[config.mk]
export PLATFORM = sky130hd
export DESIGN_NAME = alu_seq
export DESIGN_NICKNAME = d
export VERILOG_FILES = /design/src/rtl/alu_seq.sv
export SDC_FILE = /design/constraint.sdc
export NUM_CORES = 1
export LEC_CHECK = 0
export CAP_MARGIN = 20
export CORE_MARGIN = 2
export CORE_UTILIZATION = 40
export CTS_CLUSTER_SIZE = 8
export DETAILED_ROUTE_END_ITERATION = 8
export DONT_BUFFER_PORTS = 1
export SYNTH_ARGS = -nofsm -noshare
export SYNTH_HDL_FRONTEND = slang
export SYNTH_SLANG_ARGS = --single-unit
[constraint.sdc]
create_clock -name clk -period 6.62 [get_ports clk]
set_clock_uncertainty 0.1 [all_clocks]
set_input_delay 0.662 -clock clk [delete_from_list [all_inputs] [get_ports clk]]
set_output_delay 0.662 -clock clk [all_outputs]
set_load 0.01 [all_outputs]
[src/rtl/alu_seq.sv]
// alu_seq: handshaked execute-stage ALU with a registered result and a Z/N/C/V flag register.
// Optional iterative shifter for opcodes 1011-1101 is built when `ALU_SEQ_SHIFT_EN is defined.
module alu_seq #(
    parameter int WIDTH = 32,
    parameter int SHW   = $clog2(WIDTH)
) (
    input  logic             clk,
    input  logic             rst_n,
    input  logic             in_valid,
    output logic             in_ready,
    input  logic [3:0]       op,
    input  logic [WIDTH-1:0] a,
    input  logic [WIDTH-1:0] b,
    input  logic             ci,
    input  logic             ci_sel,
    input  logic             set_flags,
    output logic             out_valid,
    input  logic             out_ready,
    output logic [WIDTH-1:0] out,
    output logic             z,
    output logic             n,
    output logic             c,
    output logic             v
);

    typedef enum logic [1:0] {
        IDLE  = 2'd0,
        HOLD  = 2'd1
`ifdef ALU_SEQ_SHIFT_EN
        , SHIFT = 2'd2
`endif
    } state_e;

    state_e           state_q;
    logic [WIDTH-1:0] out_q;
    logic             z_q, n_q, c_q, v_q;

    logic             cin;
    logic [WIDTH:0]   sum;
    logic [WIDTH-1:0] res;
    logic             cv_wr;
    logic             v_d;

    assign in_ready  = (state_q == IDLE) || (state_q == HOLD && out_ready);
    assign out_valid = (state_q == HOLD);
    assign out       = out_q;
    assign z         = z_q;
    assign n         = n_q;
    assign c         = c_q;
    assign v         = v_q;

`ifdef ALU_SEQ_SHIFT_EN
    logic             is_shift;
    logic [WIDTH-1:0] sh_q, sh_d;
    logic [SHW-1:0]   cnt_q;
    logic [1:0]       sop_q;
    logic             sf_q;
    logic             sh_co;

    // sop_q holds op[1:0]: 11 = SHL, 00 = SHR, 01 = SRA
    always_comb begin
        sh_d  = sh_q;
        sh_co = 1'b0;
        case (sop_q)
            2'b11:   {sh_co, sh_d} = {sh_q, 1'b0};
            2'b00:   {sh_d, sh_co} = {1'b0, sh_q};
            default: {sh_d, sh_co} = {sh_q[WIDTH-1], sh_q};
        endcase
    end
`endif

    // Arithmetic is one bit wider so bit WIDTH is carry (add) or borrow (sub).
    always_comb begin
        cin = ci_sel ? c_q : ci;
        sum = '0;
`ifdef ALU_SEQ_SHIFT_EN
        is_shift = 1'b0;
`endif
        case (op)
            4'b0000: sum = {1'b0, a} + {1'b0, b};
            4'b0001: sum = {1'b0, a} + {1'b0, b} + {{WIDTH{1'b0}}, cin};
            4'b0010: sum = {1'b0, a} - {1'b0, b};
            4'b0011: sum = {1'b0, a} - {1'b0, b} - {{WIDTH{1'b0}}, cin};
            4'b0100: sum = {1'b0, b} - {1'b0, a};
            4'b0101: sum = {1'b0, a | b};
            4'b0110: sum = {1'b0, a ^ b};
            4'b0111: sum = {1'b0, a & b};
            4'b1000: sum = {1'b0, a};
            4'b1001: sum = {1'b0, a} + (WIDTH+1)'(8);
            4'b1010: sum = {1'b0, b};
`ifdef ALU_SEQ_SHIFT_EN
            4'b1011, 4'b1100, 4'b1101: begin
                sum      = {1'b0, a};
                is_shift = 1'b1;
            end
`endif
            default: sum = '0;
        endcase
        res   = sum[WIDTH-1:0];
        cv_wr = (op[3:2] == 2'b00);
        v_d   = op[1] ? ((a[WIDTH-1] ^ b[WIDTH-1]) & (a[WIDTH-1] ^ res[WIDTH-1]))
                      : (~(a[WIDTH-1] ^ b[WIDTH-1]) & (a[WIDTH-1] ^ res[WIDTH-1]));
    end

    always_ff @(posedge clk) begin
        if (!rst_n) begin
            state_q <= IDLE;
            out_q   <= '0;
            z_q     <= 1'b0;
            n_q     <= 1'b0;
            c_q     <= 1'b0;
            v_q     <= 1'b0;
`ifdef ALU_SEQ_SHIFT_EN
            sh_q    <= '0;
            cnt_q   <= '0;
            sop_q   <= '0;
            sf_q    <= 1'b0;
`endif
        end else begin
            case (state_q)
`ifdef ALU_SEQ_SHIFT_EN
                SHIFT: begin
                    sh_q  <= sh_d;
                    cnt_q <= cnt_q - SHW'(1);
                    if (cnt_q == SHW'(1)) begin
                        out_q   <= sh_d;
                        state_q <= HOLD;
                        if (sf_q) begin
                            z_q <= (sh_d == '0);
                            n_q <= sh_d[WIDTH-1];
                            c_q <= sh_co;
                        end
                    end
                end
`endif
                default: begin
                    if (in_valid && in_ready) begin
`ifdef ALU_SEQ_SHIFT_EN
                        if (is_shift && b[SHW-1:0] != '0) begin
                            state_q <= SHIFT;
                            sh_q    <= a;
                            cnt_q   <= b[SHW-1:0];
                            sop_q   <= op[1:0];
                            sf_q    <= set_flags;
                        end else
`endif
                        begin
                            state_q <= HOLD;
                            out_q   <= res;
                            if (set_flags) begin
                                z_q <= (res == '0);
                                n_q <= res[WIDTH-1];
                                if (cv_wr) begin
                                    c_q <= sum[WIDTH];
                                    v_q <= v_d;
                                end
                            end
                        end
                    end else if (state_q == HOLD && out_ready) begin
                        state_q <= IDLE;
                    end
                end
            endcase
        end
    end

endmodule

# [After elaboration in Yosys (flattened, before gate mapping)]
# Cells that the tools add are included.
[op_classes] add_sub_neg=6 n_eq_ne=10 mux=5 n_bitwise=8 n_reduce_logical=10
[op_table] op="$pmux W33 S11" count=1
[op_table] op="$sub A32 B32 Y33" count=2
[op_table] op="$add A32 B32 Y33" count=1
[op_table] op="$add A32 B4 Y33 const B" count=1
[op_table] op="$add A33 B1 Y33" count=1
[op_table] op="$sub A33 B1 Y33" count=1
[op_table] op="$and A32 B32 Y32" count=1
[op_table] op="$logic_not A32 Y1" count=1
[op_table] op="$or A32 B32 Y32" count=1
[op_table] op="$xor A32 B32 Y32" count=1
[op_table] op="$eq A4 B3 Y1 const B" count=4
[op_table] op="$eq A4 B4 Y1 const B" count=3
[op_table] op="$eq A4 B2 Y1 const B" count=2
[op_table] op="$eq A4 B1 Y1 const B" count=1
[op_table] op="$logic_not A2 Y1" count=2
[op_table] op="$logic_not A4 Y1" count=1
[op_table] op="$mux W1" count=4
[op_table] op="$reduce_and A3 Y1" count=1
[op_table] op="$and A1 B1 Y1" count=2
[op_table] op="$logic_and A1 B1 Y1" count=2
[op_table] op="$reduce_and A2 Y1" count=1
[op_table] op="$reduce_bool A2 Y1" count=1
[op_table] op="$xor A1 B1 Y1" count=2
[op_table] op="$logic_or A1 B1 Y1" count=1
[op_table] op="$not A1 Y1" count=1
[totals] register_bits=37 inputBits=75 out_inout_bits=38 word_cells=45

# [Longest topological paths before layout]
# Gate-level depths: netlist (run 1).
[depth] word_depth=6 ltp_mapped=18 mapped_depth_nobuf=18

# [Worst setup path before layout (run 1)]
# OpenSTA, ideal clock, no wires.
[synth_path] kind="input-to-reg" start="in a[0]" end="reg z_q, in the netlist z" setup_time_ns=0.087 arrival_ns=4.393 required_ns=6.433 slack_ns=2.040 path_stages=14 n_path_buf=0 path_cell_list="ha_1 > fa_1 > a211oi_4 > nor2_1 > nor4_4 > nand2_1 > nor3_2 > nand3_1 > nor4_4 > a31o_1 > a21oi_1 > or4b_1 > or3_1 > o31ai_1"
[synth_between] elab_chain_cells=4 word_cells_on_any_way=11 classes_between="add/sub (6); mux (1); bitwise (3); reduce/logical (1)"
[synth_lines] item="start: declaration" line="12" source="input logic [WIDTH-1:0] a,"
[synth_lines] item="$sub A32 B32 Y33 or $add A32 B32 Y33 (tied branches)"
[synth_lines] item="$sub A33 B1 Y33 or $add A33 B1 Y33 (tied branches)" line="83, 81"
[synth_lines] item="$pmux W33 S11 *" line="79" source="case (op)"
[synth_lines] item="$logic_not A32 Y1 *" line="151" source="z_q <= (res == '0);"
[synth_lines] item="end signal: assignment" line="151"
[synth_lines] item="end: declaration" line="36" source="logic z_q, n_q, c_q, v_q;"
# Every way passes the cells marked *; elsewhere a longest branch is shown, timed or not.
# A chain may end at the register's enable or synchronous reset.

# [Worst setup path after layout (run 1)]
[layout_path] start="in a[7]" end="reg z_q, in the netlist z"
# The elaborated chain is that of the path after synthesis.

==> impl_results.md, run 1 <==
- Cells along the critical path: inv_1, ha_1, o211ai_1, nor2_1, o21ai_1, o31ai_1, xnor2_1, nand4bb_1, nor4_4, a31o_1, a21oi_1, or4b_1, or3_1, o31ai_1
- Top post-synthesis cells by area: ha_1 14%, xnor2_1 7.6%, dfxtp_1 6.2%
- Worst VDD drop: 0.000110 V
- Post-CTS Setup Repair Bufs: 0
- R2R Path End: z$_SDFFE_PN0P_
- Mapped cell area: 0.0120 mm2
- Cell count after synthesis: 1,702
- Die Area: 0.0314 mm2
- Status: complete, no violations
- CP endpoint: z$_SDFFE_PN0P_
- Post-Route WL: 54,300 um
- Synth Area in Adders: 14.3%
- Synth top cells by count: 172 x nor2_1, 132 x ha_1, 119 x a21oi_1
- Combinational share of power: 68.9%
- Post-synthesis mux area share: 1.95%
- Critical Path AT: 5.60 ns
- Hold_buf cts: 0
- # H-tree levels: 2
- Clock Tree Buf Depth: 2
- Leakage power: 4.73 nW
- CTS buffer count: 5
- Post-route ant nets: 0
- # port buffers: 0
- Max Fclk: 181 MHz
- Largest net degree at the start of global routing: 59
- CTS sink count: 37
- Setup TNS Final: 0 ns
- # IOs: 113
- Reg-to-Reg Start: c$_SDFFE_PN0P_
- Initial Util: 40.5%
- WP depth: 14
- Worst setup SP type: input pin
- Post-Synth Simple-Gate Area: 26.7%
- Main flop type after synthesis: dfxtp_1
- PwrDens: 138 mW/mm2
- Final worst setup slack: 1.10 ns
- Synth-to-layout area growth: 3.86%
- CP max-delay cell: ha_1
- Crit-path leading delay family: simple AND/OR/NAND/NOR gates
- HPWL after DPL: 42,800 um
- Hold path startpoint: in_valid
- Complex-gate fraction of the synthesized area: 33.9%
- WL/cell: 26.7 um
- #FFs+latches synth: 37
- Slew headroom: 34.3%
- Crit path largest cell delay: 0.71 ns
- GRT Residual Overflow: 0
- CTS tree: built
- Largest family of logic cells by synthesized area: compound AO/OA/AOI/OAI gates
- Average size of a mapped cell: 7.06 um2
- Yosys warning total: 0
- Most used cell along the critical path: o31ai_1
- Fin nets: 1,849
- Clock share of power: 15.7%
- Die W: 177 um
- Sequential share of power: 15.4%
- Final non-filler cell total: 2,030
- RSZ-0062 raised after global routing: no
- Clk Latency, worst-skew pair: 0.27 ns
- Initial antenna violation count: 0
- Syn_nets: 1,912
- First-pass GRT wire length: 80,100 um
- Routability cong.: 1.00
- Final instance area: 0.0125 mm2
- Clock slew at reported path FFs: 0.05 ns
- Hold Path Class: input pin to register
- Net Sw Frac: 51.8%
- # rows: 63
- Worst path required time: 6.70 ns
- Crit. End Element: register
- Area after detailed placement: 0.0123 mm2
- Crit-path max FO: 18
- Clk root buf: clkbuf_16
- Yosys top cell by area: ha_1
- Die height: 177 um
- Layout cell share with drive strength beyond 1: 7.38%
- Final Hold Vio Count: 0
- Total GRT Usage: 33.4%
- Psw: 894 uW
- Worst-Margin Slew: 0.986 ns
- EDFF count, synth: 0
- Internal: 832 uW
- Final setup fails: 0
- 1st-iter DRT viols: 1,860
- Core area: 0.0296 mm2
- Synth async-reset ratio: 0%
- Top cell type's share of synthesized area: 13.8%
- Yosys cell types: 113
- Max-slew violation count: 0
- Via Count: 13,900
- Final design utilization: 42.1%
- Vias per cell: 6.84
- Max-Cap Viols: 0
- DRC violations left: 0
- Placed insts: 2,022
- Most frequent cell after synthesis: nor2_1
- Sequential share of the synthesized area: 6.17%
- Cts repair resizes: 0
- R2r setup slk: 2.59 ns
- Antenna Cells: 0
- Crit Path Class: input pin to register
- Worst Setup SP: a[7]
- Post-synthesis xor/xnor area fraction: 9.91%
- WP buf/inv: 1
- First-pass detailed-route iteration total: 5
- Tmin final: 5.52 ns
- Period utilization: 83.4%
- Pre-CTS WS: 0.973 ns
- Vias in the first global route: 12,500
- R2R depth: 13
how the worst min path moves through the flow:
stage,to,cells past startpoint
after global routing,state_q[0]$_SDFFE_PN0P_,2
after CTS,state_q[0]$_SDFFE_PN0P_,2
after global placement,v$_SDFFE_PN0P_,2
after floorplan,v$_SDFFE_PN0P_,2
final,state_q[0]$_SDFFE_PN0P_,2
after detailed placement,v$_SDFFE_PN0P_,2
power by group through the flow:
| stage | clock [mW] | combinational (mW) | sequential (mW) |
|---|---|---|---|
| after floorplan | 0 | 0.852 | 0.265 |
| after global placement | 0 | 1.14 | 0.270 |
| after detailed placement | 0 | 1.14 | 0.271 |
| after CTS | 0.274 | 1.15 | 0.266 |
| after global routing | 0.287 | 1.27 | 0.269 |
| final | 0.271 | 1.19 | 0.266 |
placed cells by master, fill, tap and decap left out, drive strengths merged, types with 16 or more instances in the layout:
| master | netlist | layout |
|---|---|---|
| nand2 | 116 | 116 |
| dfxtp | 37 | 37 |
| o211ai | 25 | 25 |
| nand4 | 37 | 37 |
| a31oi | 17 | 17 |
| and3 | 16 | 16 |
| nor2b | 21 | 21 |
| o21ai | 79 | 79 |
| nor3 | 70 | 70 |
| inv | 104 | 104 |
| a21oi | 126 | 126 |
| o22ai | 22 | 22 |
| nand3 | 54 | 54 |
| ha | 132 | 132 |
| mux2i | 20 | 20 |
| buf | 43 | 28 |
| a221oi | 31 | 31 |
| xor2 | 30 | 30 |
| o221ai | 18 | 18 |
| nand2b | 16 | 16 |
| nor4 | 37 | 37 |
| a211oi | 53 | 53 |
| o31ai | 27 | 27 |
| nor2 | 173 | 173 |
| xnor2 | 105 | 105 |
per-stage QoR:
stage / hold slack, ns / power (mW)
final: 0.411 / 1.73
after global routing: 0.412 / 1.82
after CTS: 0.409 / 1.69
after floorplan: 0.389 / 1.12
after detailed placement: 0.429 / 1.41
after global placement: 0.424 / 1.41
cell type report:
type / instances / area (um2)
flip-flops and latches: 37 / 741
clock inverters: 1 / 30.0
multi-input cells: 1458 / 10400
repair buffers: 28 / 223
well taps: 390 / 488
inverters: 109 / 412
fillers: 3194 / 17200
clock buffers: 7 / 143
layer usage:
layer | wire, um | vias up | part of all wire (%) | track usage, %
met1 | 23000 | 6631 | 42 | 47.7
met4 | 2310 | 0 | 4.3 | 11.9
met5 | 0 | - | 0 | 0
met3 | 6540 | 126 | 12 | 5.95
li1 | - | 6243 | - | -
met2 | 22500 | 888 | 41 | 49.7
logic make-up (layout without fill, tap and decap cells):
group | count (synthesis) | in the layout
compound gates | 553 | 553
fa+ha+maj | 135 | 135
xor+xnor | 135 | 135
flops | 37 | 37
mux | 23 | 23
buf+inv | 207 | 145
simple gates | 612 | 612
state kept, by name, summed over array words and instances (netlist names):
signal	count
out	32
c	1
n	1
state_q	1
v	1
z	1
Note: power is estimated with default switching activity, not from simulation.
==> inputs of run 2 (changes only) <==
==> constraint.sdc (replaced) <==
create_clock -name clk -period 4.68 [get_ports clk]
set_clock_uncertainty 0.1 [all_clocks]
set_input_delay 0.468 -clock clk [delete_from_list [all_inputs] [get_ports clk]]
set_output_delay 0.468 -clock clk [all_outputs]
set_load 0.01 [all_outputs]
==> impl_results.md, run 2 (same netlist as run 1, synthesis figures left out) <==
- Status: complete, no violations
- Crit Path Class: input pin to register
- Worst-Margin Slew: 1.30 ns
- CTS buffer count: 5
- Routability cong.: 1.00
- Most frequent cells in the layout: 342 x buf_4, 170 x nor2_1, 132 x ha_1
- Initial Util: 40.5%
- Setup TNS Final: 0 ns
- Clock Tree Buf Depth: 2
- Final design utilization: 50.6%
- First-pass detailed-route iteration total: 8
- Clk root buf: clkbuf_16
- Crit. End Element: register
- Crit-path max FO: 4
- 1st-iter DRT viols: 2,017
- Largest net degree at the start of global routing: 58
- HPWL after DPL: 47,300 um
- Critical Path AT: 4.68 ns
- DRC violations left: 0
- Total GRT Usage: 36.2%
- Tmin final: 4.59 ns
- Fin nets: 2,165
- Vias per cell: 6.39
- Worst VDD drop: 0.000138 V
- Max Fclk: 218 MHz
- GRT Residual Overflow: 0
- Synth-to-layout area growth: 24.8%
- Hold Path Class: input pin to register
- PwrDens: 190 mW/mm2
- Post-route ant nets: 0
- Commonest non-fill, non-tap cell in the layout: buf_4
- Core area: 0.0296 mm2
- Clock slew at reported path FFs: 0.05 ns
- CTS sink count: 37
- Max-slew violation count: 0
- Area after detailed placement: 0.0146 mm2
- Clk Latency, worst-skew pair: 0.27 ns
- First-pass GRT wire length: 87,200 um
- # H-tree levels: 2
- Power Total: 2.85 mW
- Layout cell share with drive strength beyond 1: 23.4%
- Fill count: 3,021
- Worst setup SP type: input pin
- Die Area: 0.0314 mm2
- # rows: 63
- Vias in the first global route: 14,100
- # IOs: 113
- Die height: 177 um
- Via Count: 15,000
- Post-Route WL: 58,700 um
- Worst path required time: 4.77 ns
- Initial antenna violation count: 0
- Slew headroom: 13.1%
- # port buffers: 0
- Die W: 177 um
- Final instance area: 0.0150 mm2
- CTS tree: built
- Final Hold Vio Count: 0
- Leakage power: 6.28 nW
- WL/cell: 25.0 um
- Hold_buf cts: 0
- Largest register FFs: 32
- Final setup fails: 0
- Max-Cap Viols: 0
- Period utilization: 98.1%
==> run 2: timing repair <==
| item | in CTS | in global routing |
|---|---|---|
| gates resized for setup | 0 | 30 |
| setup endpoints to repair | 0 | 6 |
| buffers inserted | 0 | 6 |
==> run 2: final cells by class <==
type	instances	area, um2	share of cell area (%)
Antenna cell	2	5.00	0.0334
Multi-Input combinational cell	1458	10600	70.7
Tap cell	390	488	3.25
Timing Repair Buffer	344	2610	17.4
Clock buffer	6	129	0.860
Sequential cell	37	741	4.94
Inverter	109	412	2.75
Clock inverter	2	10.0	0.0668
==> run 2: per-stage QoR <==
stage | worst slack (ns) | std cells | hold slack (ns)
after floorplan | 0.294 | 1702 | 0.389
after global placement | -0.216 | 2332 | 0.425
after detailed placement | -0.268 | 2332 | 0.431
after CTS | 0.00446 | 2340 | 0.218
after global routing | -0.00112 | 2346 | 0.215
final | 0.0909 | 2348 | 0.217
==> run 2: report_power, final <==
group | leakage [nW] | total, mW | switching (mW) | internal [mW]
Sequential | 0.306 | 0.376 | 0.0327 | 0.343
Combinational | 5.91 | 2.16 | 1.23 | 0.922
Clock | 0.0706 | 0.315 | 0.119 | 0.195
==> run 2: path summary, 6_finish.rpt <==
kind / start / to / slack [ns] / depth (start not counted)
hold / removal: rst_n / out[29]$_SDFFE_PN0P_ / 0.22 / 1
setup reg to reg: c$_SDFFE_PN0P_ / z$_SDFFE_PN0P_ / 0.74 / 16
hold reg to reg: out[1]$_SDFFE_PN0P_ / out[1]$_SDFFE_PN0P_ / 0.44 / 2
setup / recovery: a[0] / z$_SDFFE_PN0P_ / 0.09 / 15
==> run 2: worst max-delay path, stage by stage <==
cell and delay, ns:
ha_1 0.20, fa_1 0.44, buf_4 0.17, a21oi_1 0.28, o22ai_1 0.23, o41ai_1 0.35
xnor2_1 0.30, nor2b_1 0.19, nand3_1 0.19, nor4_4 0.41, a31o_1 0.19, a21oi_1 0.07
or4b_1 0.53, or3_1 0.39, o31ai_1 0.25
==> run 2: per-layer routing <==
layer  track usage, %  wire length (um)  vias up
li1                 -                 -     6872
met1             50.9             25200     7102
met4             12.5              2240        0
met5                0                 0        -
met2             55.1             24700      902
met3             6.38              6560      116
==> inputs of run 3 (changes only) <==
--- a/config.mk
+++ b/config.mk
@@ -11,6 +11,7 @@
 export CTS_CLUSTER_SIZE = 8
 export DETAILED_ROUTE_END_ITERATION = 8
 export DONT_BUFFER_PORTS = 1
+export PLACE_DENSITY = 0.66
 export SYNTH_ARGS = -nofsm -noshare
 export SYNTH_HDL_FRONTEND = slang
 export SYNTH_SLANG_ARGS = --single-unit
==> impl_results.md, run 3 (same netlist as run 1, synthesis figures left out) <==
- Die W: 177 um
- Clk root buf: clkbuf_16
- Total GRT Usage: 35.5%
- Worst path required time: 4.77 ns
- CTS tree: built
- Fin nets: 2,150
- Clock share of power: 11.7%
- Routability cong.: 1.05
- # H-tree levels: 2
- First-pass detailed-route iteration total: 5
- Clock slew at reported path FFs: 0.06 ns
- HPWL after DPL: 46,700 um
- Die height: 177 um
- Layout cell share with drive strength beyond 1: 22.7%
- Clk Latency, worst-skew pair: 0.28 ns
- Net Sw Frac: 48.5%
- Worst setup SP type: input pin
- Worst-Margin Slew: 1.12 ns
- Internal: 1.48 mW
- Worst VDD drop: 0.000126 V
- Hold Path Class: input pin to register
- Setup TNS Final: 0 ns
- Initial antenna violation count: 0
- Post-route ant nets: 0
- Largest register FFs: 32
- Sequential share of power: 13.1%
- PwrDens: 192 mW/mm2
- Slew headroom: 25.0%
- Max-Cap Viols: 0
- Via Count: 15,000
- Power Total: 2.86 mW
- 1st-iter DRT viols: 1,803
- Tmin final: 4.56 ns
- WL/cell: 24.9 um
- Max-slew violation count: 0
- Core area: 0.0296 mm2
- Crit Path Class: input pin to register
- Commonest non-fill, non-tap cell in the layout: buf_4
- CTS sink count: 37
- CTS buffer count: 5
- Crit-path max FO: 6
- Final setup fails: 0
- Final worst setup slack: 0.117 ns
- Hold_buf cts: 0
- Vias per cell: 6.43
- Final non-filler cell total: 2,332
- First-pass GRT wire length: 85,800 um
- Post-Route WL: 58,100 um
- Vias in the first global route: 14,100
- Status: complete, no violations
- Placed insts: 2,317
- Clock Tree Buf Depth: 2
- # rows: 63
- Die Area: 0.0314 mm2
- DRC violations left: 0
- Final Hold Vio Count: 0
- Psw: 1.39 mW
- GRT Residual Overflow: 0
- # IOs: 113
- # port buffers: 0
- Synth-to-layout area growth: 24.0%
- Critical Path AT: 4.65 ns
- Cells along the critical path: inv_1, ha_1, buf_4, or2_1, a2111o_1, a2111oi_4, buf_4, or2_1, o2111a_1, nand4_4, nor3_4, nand4_1, mux2i_1, or4b_1, or3_1, o31ai_1
- Pre-CTS WS: -0.298 ns
- Largest net degree at the start of global routing: 58
- Most frequent cells in the layout: 323 x buf_4, 169 x nor2_1, 131 x ha_1
- Leakage power: 6.23 nW
- Period utilization: 97.5%
- Combinational share of power: 75.2%
- Initial Util: 40.5%
- Crit path largest cell delay: 0.57 ns
- Max Fclk: 219 MHz
- Crit. End Element: register
- CP max-delay cell: a2111o_1
run 3: final timing paths:
| check | from | to | slack [ns] | cells past startpoint |
|---|---|---|---|---|
| worst max-delay path | a[1] | z$_SDFFE_PN0P_ | 0.12 | 16 |
| worst min-delay path | in_valid | state_q[0]$_SDFFE_PN0P_ | 0.21 | 2 |
| worst max register to register | c$_SDFFE_PN0P_ | z$_SDFFE_PN0P_ | 0.63 | 16 |
| worst min register to register | out[1]$_SDFFE_PN0P_ | out[1]$_SDFFE_PN0P_ | 0.44 | 2 |
run 3: cell type report:
type / count / area [um2]
sequential: 37 / 741
clock buffer: 6 / 139
fill: 3007 / 14700
clock inverter: 2 / 13.8
inverter: 109 / 412
multi-input combinational: 1458 / 10600
timing repair buffer: 329 / 2540
tap: 390 / 488
antenna: 1 / 2.50
run 3: critical path, delay by kind of cell:
family                   cells  cell delay [ns]
multiplexers                 1             0.19
AND/OR/NAND/NOR              7             1.84
AO/OA/AOI/OAI                4             1.40
adder cells (fa/ha/maj)      1             0.34
buffers and inverters        3             0.39
run 3: repair_timing:
item                                    CTS  global route
gates resized for setup                   1            24
endpoints found under the hold margin     0             0
buffers inserted                          0             6
endpoints found under the setup margin    1             6
pin swaps                                 0             9
run 3: power by group through the flow:
stage	Clock (mW)	Combinational (mW)	Sequential [mW]
finish	0.334	2.15	0.376
detailed placement	0	2.04	0.382
global route	0.350	2.28	0.380
floorplan	0	1.21	0.375
global placement	0	2.03	0.381
CTS	0.338	2.05	0.376
run 3: metrics by stage:
| stage | utilization [%] | hold WS [ns] | instance area [um2] |
|---|---|---|---|
| floorplan | - | 0.389 | 12000 |
| global placement | 49.1 | 0.423 | 14600 |
| detailed placement | 49.1 | 0.431 | 14600 |
| CTS | 49.6 | 0.211 | 14700 |
| global route | 50.2 | 0.213 | 14900 |
| finish | 50.3 | 0.214 | 14900 |
run 3: layer usage:
metal | GRT usage [%] | routed length, um | vias up
met5 | 0 | 0 | -
met4 | 12.9 | 2580 | 0
met3 | 8.48 | 7000 | 154
met2 | 54.2 | 24400 | 909
met1 | 48.3 | 24100 | 7077
li1 | - | - | 6853
